## config.mk

```make
export PLATFORM = sky130hd
export DESIGN_NAME = vga_pixel_pipe
export DESIGN_NICKNAME = d
export VERILOG_FILES = /design/src/rtl/vga_pixel_pipe.sv
export SDC_FILE = /design/constraint.sdc
export NUM_CORES = 1
export LEC_CHECK = 0
export CORE_ASPECT_RATIO = 0.6
export CORE_MARGIN = 5
export CORE_UTILIZATION = 45
export CTS_BUF_LIST = sky130_fd_sc_hd__clkbuf_2
export DETAILED_ROUTE_END_ITERATION = 7
export PLACE_DENSITY_LB_ADDON = 0.2
export REMOVE_ABC_BUFFERS = 1
export SYNTH_ARGS = -nofsm -noshare
export SYNTH_HDL_FRONTEND = slang
export SYNTH_SLANG_ARGS = --single-unit
```

## constraint.sdc

```tcl
create_clock -name clk_i -period 5.15 [get_ports clk_i]
set_input_delay 0.515 -clock clk_i [delete_from_list [all_inputs] [get_ports clk_i]]
set_output_delay 0.515 -clock clk_i [all_outputs]
set_load 0.02 [all_outputs]
```

## src/rtl/vga_pixel_pipe.sv

```systemverilog
// vga_pixel_pipe: framebuffer word FIFO, pixel unpack (RGB332/444/555/565),
// channel expansion, colour-bar test pattern and a single output register
// that keeps colour aligned with the delayed hsync/vsync/DE.
module vga_pixel_pipe #(
    parameter int BUS_WIDTH  = 64,
    parameter int FIFO_DEPTH = 2,
    parameter int CH_WIDTH   = 8,
    parameter int POS_WIDTH  = 12
) (
    input  logic                 clk_i,
    input  logic                 rst_i,
    input  logic                 en_i,
    input  logic                 test_i,
    input  logic [1:0]           mode_i,
    input  logic [POS_WIDTH-1:0] hvlen_i,
    input  logic                 pclk_en_i,
    input  logic                 de_i,
    input  logic                 hsync_i,
    input  logic                 vsync_i,
    input  logic [POS_WIDTH-1:0] pos_x_i,
    input  logic                 frame_start_i,
    input  logic                 pixel_valid_i,
    output logic                 pixel_ready_o,
    input  logic [BUS_WIDTH-1:0] pixel_data_i,
    input  logic                 clr_i,
    output logic [CH_WIDTH-1:0]  vga_r_o,
    output logic [CH_WIDTH-1:0]  vga_g_o,
    output logic [CH_WIDTH-1:0]  vga_b_o,
    output logic                 hsync_o,
    output logic                 vsync_o,
    output logic                 de_o,
    output logic                 underflow_o
);

    localparam int PPW8   = BUS_WIDTH / 8;
    localparam int PPW16  = BUS_WIDTH / 16;
    localparam int SLOT_W = $clog2(PPW8);
    localparam int AW     = $clog2(FIFO_DEPTH);

    // Channel expansion: replicate the field MSB-first and keep the top bits.
    function automatic logic [CH_WIDTH-1:0] exp2(input logic [1:0] v);
        logic [2*CH_WIDTH-1:0] t;
        t = {CH_WIDTH{v}};
        return t[2*CH_WIDTH-1 -: CH_WIDTH];
    endfunction

    function automatic logic [CH_WIDTH-1:0] exp3(input logic [2:0] v);
        logic [3*CH_WIDTH-1:0] t;
        t = {CH_WIDTH{v}};
        return t[3*CH_WIDTH-1 -: CH_WIDTH];
    endfunction

    function automatic logic [CH_WIDTH-1:0] exp4(input logic [3:0] v);
        logic [4*CH_WIDTH-1:0] t;
        t = {CH_WIDTH{v}};
        return t[4*CH_WIDTH-1 -: CH_WIDTH];
    endfunction

    function automatic logic [CH_WIDTH-1:0] exp5(input logic [4:0] v);
        logic [5*CH_WIDTH-1:0] t;
        t = {CH_WIDTH{v}};
        return t[5*CH_WIDTH-1 -: CH_WIDTH];
    endfunction

    function automatic logic [CH_WIDTH-1:0] exp6(input logic [5:0] v);
        logic [6*CH_WIDTH-1:0] t;
        t = {CH_WIDTH{v}};
        return t[6*CH_WIDTH-1 -: CH_WIDTH];
    endfunction

    // State
    logic [BUS_WIDTH-1:0] r_mem [FIFO_DEPTH];
    logic [AW-1:0]        r_wr_ptr;
    logic [AW-1:0]        r_rd_ptr;
    logic [AW:0]          r_count;
    logic [SLOT_W-1:0]    r_slot;
    logic [1:0]           r_mode;
    logic                 r_underflow;
    logic [CH_WIDTH-1:0]  r_red;
    logic [CH_WIDTH-1:0]  r_grn;
    logic [CH_WIDTH-1:0]  r_blu;
    logic                 r_hsync;
    logic                 r_vsync;
    logic                 r_de;

    // Control
    logic                 w_empty;
    logic                 w_full;
    logic                 w_ready;
    logic                 w_push;
    logic                 w_adv;
    logic                 w_fetch;
    logic                 w_last;
    logic                 w_pop;
    logic                 w_uf_set;

    // Datapath
    logic [BUS_WIDTH-1:0] w_head;
    logic [7:0]           w_pix8_arr  [PPW8];
    logic [15:0]          w_pix16_arr [PPW16];
    logic [7:0]           w_pix8;
    logic [15:0]          w_pix16;
    logic [CH_WIDTH-1:0]  w_fb_r;
    logic [CH_WIDTH-1:0]  w_fb_g;
    logic [CH_WIDTH-1:0]  w_fb_b;

    // Test pattern
    logic [POS_WIDTH-1:0] w_bar_w;
    logic [6:0]           w_ge;
    logic [2:0]           w_bar;
    logic [CH_WIDTH-1:0]  w_tp_r;
    logic [CH_WIDTH-1:0]  w_tp_g;
    logic [CH_WIDTH-1:0]  w_tp_b;

    assign w_empty  = (r_count == '0);
    assign w_full   = (r_count == (AW+1)'(FIFO_DEPTH));
    // frame_start blocks the push so a flushed FIFO cannot take a stale word.
    assign w_ready  = en_i & ~test_i & ~w_full & ~frame_start_i;
    assign w_push   = pixel_valid_i & w_ready;
    assign w_adv    = pclk_en_i & de_i & en_i & ~test_i;
    assign w_fetch  = w_adv & ~w_empty;
    assign w_uf_set = w_adv & w_empty;
    assign w_last   = (r_mode == 2'b00) ? (r_slot == SLOT_W'(PPW8 - 1))
                                        : (r_slot == SLOT_W'(PPW16 - 1));
    assign w_pop    = w_fetch & w_last;

    assign w_head   = r_mem[r_rd_ptr];

    generate
        for (genvar gi = 0; gi < PPW8; gi++) begin : g_pix8
            assign w_pix8_arr[gi] = w_head[gi*8 +: 8];
        end
        for (genvar gi = 0; gi < PPW16; gi++) begin : g_pix16
            assign w_pix16_arr[gi] = w_head[gi*16 +: 16];
        end
    endgenerate

    // In 16 bpp modes the slot never exceeds PPW16-1, so its top bit is zero.
    assign w_pix8  = w_pix8_arr[r_slot];
    assign w_pix16 = w_pix16_arr[r_slot[SLOT_W-2:0]];

    // Field extraction and expansion for the latched pixel format
    always_comb begin
        w_fb_r = '0;
        w_fb_g = '0;
        w_fb_b = '0;
        case (r_mode)
            2'b00: begin
                w_fb_r = exp3(w_pix8[7:5]);
                w_fb_g = exp3(w_pix8[4:2]);
                w_fb_b = exp2(w_pix8[1:0]);
            end
            2'b01: begin
                w_fb_r = exp4(w_pix16[11:8]);
                w_fb_g = exp4(w_pix16[7:4]);
                w_fb_b = exp4(w_pix16[3:0]);
            end
            2'b10: begin
                w_fb_r = exp5(w_pix16[14:10]);
                w_fb_g = exp5(w_pix16[9:5]);
                w_fb_b = exp5(w_pix16[4:0]);
            end
            default: begin
                w_fb_r = exp5(w_pix16[15:11]);
                w_fb_g = exp6(w_pix16[10:5]);
                w_fb_b = exp5(w_pix16[4:0]);
            end
        endcase
    end

    // Bar boundaries are k*(hvlen/8); the bar index is the number passed.
    assign w_bar_w = hvlen_i >> 3;

    generate
        for (genvar gi = 0; gi < 7; gi++) begin : g_bar_thr
            logic [POS_WIDTH+2:0] w_thr;
            assign w_thr    = {3'b000, w_bar_w} * (POS_WIDTH+3)'(gi + 1);
            assign w_ge[gi] = ({3'b000, pos_x_i} >= w_thr);
        end
    endgenerate

    // Thresholds are non-decreasing, so the highest one passed gives the bar.
    always_comb begin
        w_bar = 3'd0;
        for (int k = 0; k < 7; k++) begin
            if (w_ge[k]) begin
                w_bar = 3'(k + 1);
            end
        end
    end

    // Bar order white, yellow, cyan, green, magenta, red, blue, black.
    assign w_tp_r = {CH_WIDTH{~w_bar[1]}};
    assign w_tp_g = {CH_WIDTH{~w_bar[2]}};
    assign w_tp_b = {CH_WIDTH{~w_bar[0]}};

    // Word storage; write side only, head word is read by the pointer
    always_ff @(posedge clk_i) begin
        if (w_push) begin
            r_mem[r_wr_ptr] <= pixel_data_i;
        end
    end

    // FIFO pointers, occupancy and slot index; frame_start flushes all
    always_ff @(posedge clk_i) begin
        if (rst_i || frame_start_i) begin
            r_wr_ptr <= '0;
            r_rd_ptr <= '0;
            r_count  <= '0;
            r_slot   <= '0;
        end else begin
            if (w_push) begin
                r_wr_ptr <= r_wr_ptr + AW'(1);
            end
            if (w_pop) begin
                r_rd_ptr <= r_rd_ptr + AW'(1);
            end
            if (w_push && !w_pop) begin
                r_count <= r_count + (AW+1)'(1);
            end else if (!w_push && w_pop) begin
                r_count <= r_count - (AW+1)'(1);
            end
            if (w_fetch) begin
                r_slot <= w_last ? '0 : r_slot + SLOT_W'(1);
            end
        end
    end

    // Pixel format is only taken while the block is disabled
    always_ff @(posedge clk_i) begin
        if (rst_i) begin
            r_mode <= 2'b00;
        end else if (!en_i) begin
            r_mode <= mode_i;
        end
    end

    // Sticky underflow; a new underflow beats a simultaneous clear
    always_ff @(posedge clk_i) begin
        if (rst_i) begin
            r_underflow <= 1'b0;
        end else if (w_uf_set) begin
            r_underflow <= 1'b1;
        end else if (clr_i) begin
            r_underflow <= 1'b0;
        end
    end

    // Output register: colour and timing captured together on each strobe
    always_ff @(posedge clk_i) begin
        if (rst_i) begin
            r_red   <= '0;
            r_grn   <= '0;
            r_blu   <= '0;
            r_hsync <= 1'b0;
            r_vsync <= 1'b0;
            r_de    <= 1'b0;
        end else if (pclk_en_i) begin
            r_hsync <= en_i & hsync_i;
            r_vsync <= en_i & vsync_i;
            r_de    <= en_i & de_i;
            if (!en_i || !de_i) begin
                r_red <= '0;
                r_grn <= '0;
                r_blu <= '0;
            end else if (test_i) begin
                r_red <= w_tp_r;
                r_grn <= w_tp_g;
                r_blu <= w_tp_b;
            end else if (w_empty) begin
                r_red <= '0;
                r_grn <= '0;
                r_blu <= '0;
            end else begin
                r_red <= w_fb_r;
                r_grn <= w_fb_g;
                r_blu <= w_fb_b;
            end
        end
    end

    assign pixel_ready_o = w_ready;
    assign vga_r_o       = r_red;
    assign vga_g_o       = r_grn;
    assign vga_b_o       = r_blu;
    assign hsync_o       = r_hsync;
    assign vsync_o       = r_vsync;
    assign de_o          = r_de;
    assign underflow_o   = r_underflow;

endmodule

```

== Word level (Yosys, flattened, before mapping) ==
Memories as Yosys holds them, arrays and structs flattened. A register that Yosys moved wholly into a read port is not among the register bits.
Index checks and enable logic that the tools add are counted.
Word-level totals
  input bits: 101
  latch bits: 0
  output and inout port bits: 29
  register bits: 37
  memory bits (writable): 128
  ROM bits: 0
  memories: 1
Cells by class
  divide/modulo/power cells: 0
  muxes and demuxes: 35
  equal/unequal tests: 5
  reduce and logical (&&, ||, !) cells: 12
  add/subtract/negate cells: 5
  bitwise logic cells: 22
  multipliers: 4
  shift operators: 0
  order comparisons: 9
Memory list
  r_mem: depth 2, width 64, rd ports 1, clocked after Yosys merged registers in 1, wr ports 1, RTL line 72  | logic [BUS_WIDTH-1:0] r_mem [FIFO_DEPTH];
Operators with widths (number)
  $mux 8: 11
  $pmux 8 s3: 2
  $ge 12x12->1: 3
  $bmux 16 s2: 1
  $mux 16: 2
  $bmux 8 s3: 1
  $ge 12x11->1: 2
  $mul 9x3->12 const B: 2
  $mul 9x2->11 const B: 2
  $mux 3: 7
  $pmux 8 s2: 1
  $and 1x1->1: 13
  $ge 12x10->1: 1
  $ge 12x9->1: 1
  $mux 1: 8
  $not 1->1: 7
  $eq 2x2->1 const B: 2
  $ge 4x4->1 const B: 1
  $logic_not 1->1: 4
  $logic_not 2->1: 2
  $mux 2: 2
  $not 3->4: 1
  $reduce_bool 2->1: 2
  $add 3x1->3 const B: 1
  other kinds (10): 13

== Logic depth before layout (Yosys ltp) ==
  depth in word-level cells: 11
  depth in mapped cells: 19
  mapped depth without buffers: 18

== Worst setup path before layout ==
No wires, ideal clock.
  path kind: in2reg
  from: in test_i
  to: mem r_mem[0][0] (enable)
  setup slack: 0.135 ns
  stages: 4
  data required time: 4.663 ns
  arrival: 4.529 ns
  path through: clkbuf_1 -> nor4b_1 -> nand2_1 -> nor2_1
Between the ends
  word-level cells in the longest chain between the ends: 7
RTL lines
  from (decl): RTL line 13  | input logic test_i,
  $not 1->1: RTL line 118  | assign w_ready = en_i & ~test_i & ~w_full & ~frame_start_i;
  $and 1x1->1 (3 in series): RTL line 118
  named net pixel_ready_o: RTL line 23  | output logic pixel_ready_o,
  $and 1x1->1: RTL line 119  | assign w_push = pixel_valid_i & w_ready;
  $mux 1: RTL line 199  | if (w_push) begin
  $mux 1 (implied by the code): RTL line 200  | r_mem[r_wr_ptr] <= pixel_data_i;
  to (decl): RTL line 72
The timed path passes the listed nets, and every way through them passes these cells.

== Final worst setup path ==
  from: in hvlen_i[5]
  to: reg r_grn[6], in the netlist vga_g_o[6]
Between the ends
  word-level cells in the longest chain between the ends: 10
RTL lines
  from (decl): RTL line 15  | input logic [POS_WIDTH-1:0] hvlen_i,
  $mul 9x2->11: RTL line 177  | assign w_thr = {3'b000, w_bar_w} * (POS_WIDTH+3)'(gi + 1);
  $ge 12x11->1: RTL line 178  | assign w_ge[gi] = ({3'b000, pos_x_i} >= w_thr);
  $mux 3 (4 in series): RTL line 186  | if (w_ge[k]) begin
  $mux 3 (*): RTL line 186
  $not 1->1 (*): RTL line 194  | assign w_tp_g = {CH_WIDTH{~w_bar[2]}};
  $mux 8 (*): RTL line 266  | end else if (test_i) begin
  $mux 8 (*): RTL line 262  | if (!en_i || !de_i) begin
  to (signal assigned): RTL line 268  | r_grn <= w_tp_g;
  to (signal assigned): RTL line 276  | r_grn <= w_fb_g;
  to (decl): RTL line 80  | logic [CH_WIDTH-1:0] r_grn;
Mark *: on every way between the ends. The rest lies on a longest branch, timed or not.
A chain may end at the register's enable or synchronous reset.

==> results.cfg <==
[floorplanning]
start_util_pct = 45.96
rows = 42
io_pins = 130
dieArea_um2 = 25800
die_w_um = 204.1
die_y_um = 126.4
fp.coreArea_um2 = 22120

[critical_path]
cp_num_buf_inv = 2
critPathSlowestCell = or3_1
r2r_end = vga_g_o[0]
critPathMaxFanout = 8
arrival_ns = 5.42
setup.worst_path.start = hvlen_i[5]
path_common_cell = a21oi_1
reg2reg_slack_ns = 1.90
cp-start-kind = primary input
crit_family = compound AO/OA/AOI/OAI gates
setup.worst_path.class = primary input to flop
crit_path_cell_trace = clkdlybuf4s50_1, buf_4, fa_1, ha_1, a21oi_1, o21ai_0, a21oi_1, o21bai_1, a21oi_1, xor2_1, ha_1, a2111oi_0, o211ai_1, a41oi_1, o2111ai_1, or3_1, nand2_1
max_stage_delay_ns = 0.57
r2r.worst_path.cells = 9
required_ns = 5.82
end_kind = flop

[logic_synthesis]
synth_top_cell_by_area = edfxtp_1
syn_area_um2 = 10170
syn_inst = 906
synthFlopType = edfxtp_1
synth_edf_count = 128
ys_ff_latch = 166
yosys_warnings = 0
yosysSeqAreaShare_pct = 45.29
syn_avg_cell_area_um2 = 11.22
synthTopCellsByArea = edfxtp_1 (38%), ha_1 (12%), dfxtp_1 (7.5%)
yosysTopAreaCellShare_pct = 37.80
synth_cell_type_count = 74
async_flop_share_pct = 0

[cells_and_area]
drive_above_1_share_pct = 9.194
layout.nets = 1250
mostFrequentLayoutCell = edfxtp_1
utilization_pct = 55.01
antennaDiodeCount = 0
area_delta_synth_final_pct = 19.70
final_cell_mix = edfxtp_1 (128), clkdlybuf4s50_1 (126), ha_1 (96)

[clock_network]
path_clk_slew_ns = 0.23
cts_buffers = 17
root_buffer = clkbuf_2
insertion_delay_ns = 0.72
cts.sinks = 166
holdBufCountCts = 0
post-cts-setup-buffers = 0
cts.repair.resized = 0
cts_buffer_depth = 2
cts_tree = yes
htree_levels = 4

[power]
power.density_nw_per_um2 = 243.8
p_leak_nw = 4.527
pwr-share-clk_pct = 29.2
total_power_mw = 2.967
internal-power_mw = 2.165
ir_worst_vdd_v = 0.0001861
p_comb_share_pct = 21.3
pwr-share-seq_pct = 49.5
p_sw_mw = 0.8017
p_sw_share_pct = 27.03

[worst_hold_path]
whs_endpoint = r_mem[1][5]
hold_class = primary input to flop
hold_depth = 1
hold_start = pixel_data_i[5]

[sta]
final.period_utilization_pct = 92.14
final.setup.worst_slack_ns = 0.4047
rsz0062_at_grt = no
fin_skew_ns = 0.02775
maxSlewViolCount = 0
finalHoldWorstSlack_ns = 0.3524
setup_viol = 0
fmax_mhz = 210.7
min_period_ns = 4.745
max-slew-margin-rel_pct = 31.60
finalHoldViolCount = 0
worst_slew_pin_slew_ns = 1.024

[drt]
vias_per_cell = 5.640
wire_per_inst_um = 19.61
drcViolationCount = 0
wirelength_mm = 26.73
first_pass_iters = 5
final_antenna_net_count = 0
drtIter0Drc = 678
vias = 7687

[place]
globalplace.congestion = 0.9235
io_buffers = 126
pre_cts_ws_ns = -0.2337
hpwl_mm = 20.81

[global_route]
antenna_found_initial = 0
grt.overflow.total = 0
grt_pass1_vias = 7410
grt_usage_pct = 20.84
grt_pass1_wl_mm = 41.92
grt_max_degree = 48

[job]
maxCapViolations = 0

[status]
status = finished clean
[final cells by class]
class	count	area, µm²
fill	1916	9953
multi-input combinational	667	5239
sequential	166	4608
timing repair buffer	150	1466
tap	308	385.4
clock inverter	14	231.5
inverter	40	150.1
clock buffer	18	90.09
[Yosys cell counts (3+ instances only)]
master,instances
o21a_1,7
inv_1,38
mux2_1,9
o21ai_1,20
nor3_1,8
or3_1,4
a211oi_1,14
buf_2,7
buf_4,3
a221oi_1,10
edfxtp_1,128
nand3_1,10
xnor2_1,13
mux4_2,9
mux2i_1,50
a21o_1,15
o22ai_1,6
clkbuf_1,14
a31oi_1,10
nor2_1,61
and3_1,3
o21bai_1,14
xor2_1,9
o21ai_0,41
buf_1,3
ha_1,96
nand2_1,62
o211ai_1,10
mux2_2,15
a22oi_1,13
nand4_1,3
dfxtp_1,38
and2_1,6
a211o_1,7
nand3_2,4
a21oi_1,73
nor2b_1,12
buf_6,6
fa_1,11
[sequential cells by signal, indices dropped and copies added (netlist names), 2 cells and up, named ones only]
| name | count |
|---|---|
| r_mem | 128 |
| vga_b_o | 8 |
| vga_g_o | 8 |
| vga_r_o | 8 |
| r_slot | 3 |
| r_count | 2 |
| r_mode | 2 |
[logic make-up (layout without fill, tap and decap cells)]
kind of cell / Yosys count / after routing / synth area share (%)
compound gates: 268 / 268 / 17.22
simple gates: 184 / 184 / 8.307
flops: 166 / 166 / 45.29
fa+ha+maj: 108 / 108 / 14.09
mux: 85 / 85 / 9.870
buf+inv: 73 / 222 / 3.335
xor+xnor: 22 / 22 / 1.895
[worst register-to-register path, cell delays in order, from the launching register on]
cell	delay [ns]
dfxtp_4	0.88
buf_4	0.52
mux2_1	0.43
mux2i_1	0.15
a21oi_1	0.10
o21bai_1	0.18
a222oi_1	0.48
o21ai_1	0.16
a22oi_1	0.18
nand2_1	0.07
[stage by stage]
| stage | cells | cell area, µm² | setup TNS (ns) |
|---|---|---|---|
| final | 1363 | 12170 | 0 |
| after global routing | 1363 | 12170 | 0 |
| after CTS | 1363 | 12170 | 0 |
| after detailed placement | 1331 | 11850 | -2.689 |
| after global placement | 1331 | 11850 | 0 |
| after floorplan | 873 | 9978 | 0 |
[power by group through the flow]
| stage | registers [mW] | clock network [mW] | logic (mW) |
|---|---|---|---|
| final | 1.47 | 0.867 | 0.631 |
| after global placement | 1.50 | 0 | 0.608 |
| after CTS | 1.47 | 0.886 | 0.627 |
| after detailed placement | 1.50 | 0 | 0.621 |
| after global routing | 1.47 | 0.947 | 0.710 |
| after floorplan | 1.50 | 0 | 0.368 |
[worst max path at each step]
stage | endpoint | slack (ns) | depth (start not counted)
global route | vga_g_o[6] | 0.16 | 17
global placement | vga_g_o[6] | 0.02 | 17
CTS | vga_g_o[6] | 0.53 | 17
finish | vga_g_o[6] | 0.40 | 17
floorplan | r_mem[0][0] | 0.30 | 3
detailed placement | vga_g_o[6] | -0.23 | 17
[metal layers]
| layer | GRT usage (%) | part of all wire [%] |
|---|---|---|
| met1 | 33.83 | 51 |
| met2 | 27.69 | 39 |
| met3 | 5.867 | 9.0 |
| met4 | 3.307 | 0.63 |
| met5 | 0 | 0 |
Power figures use the tool's default switching activity.
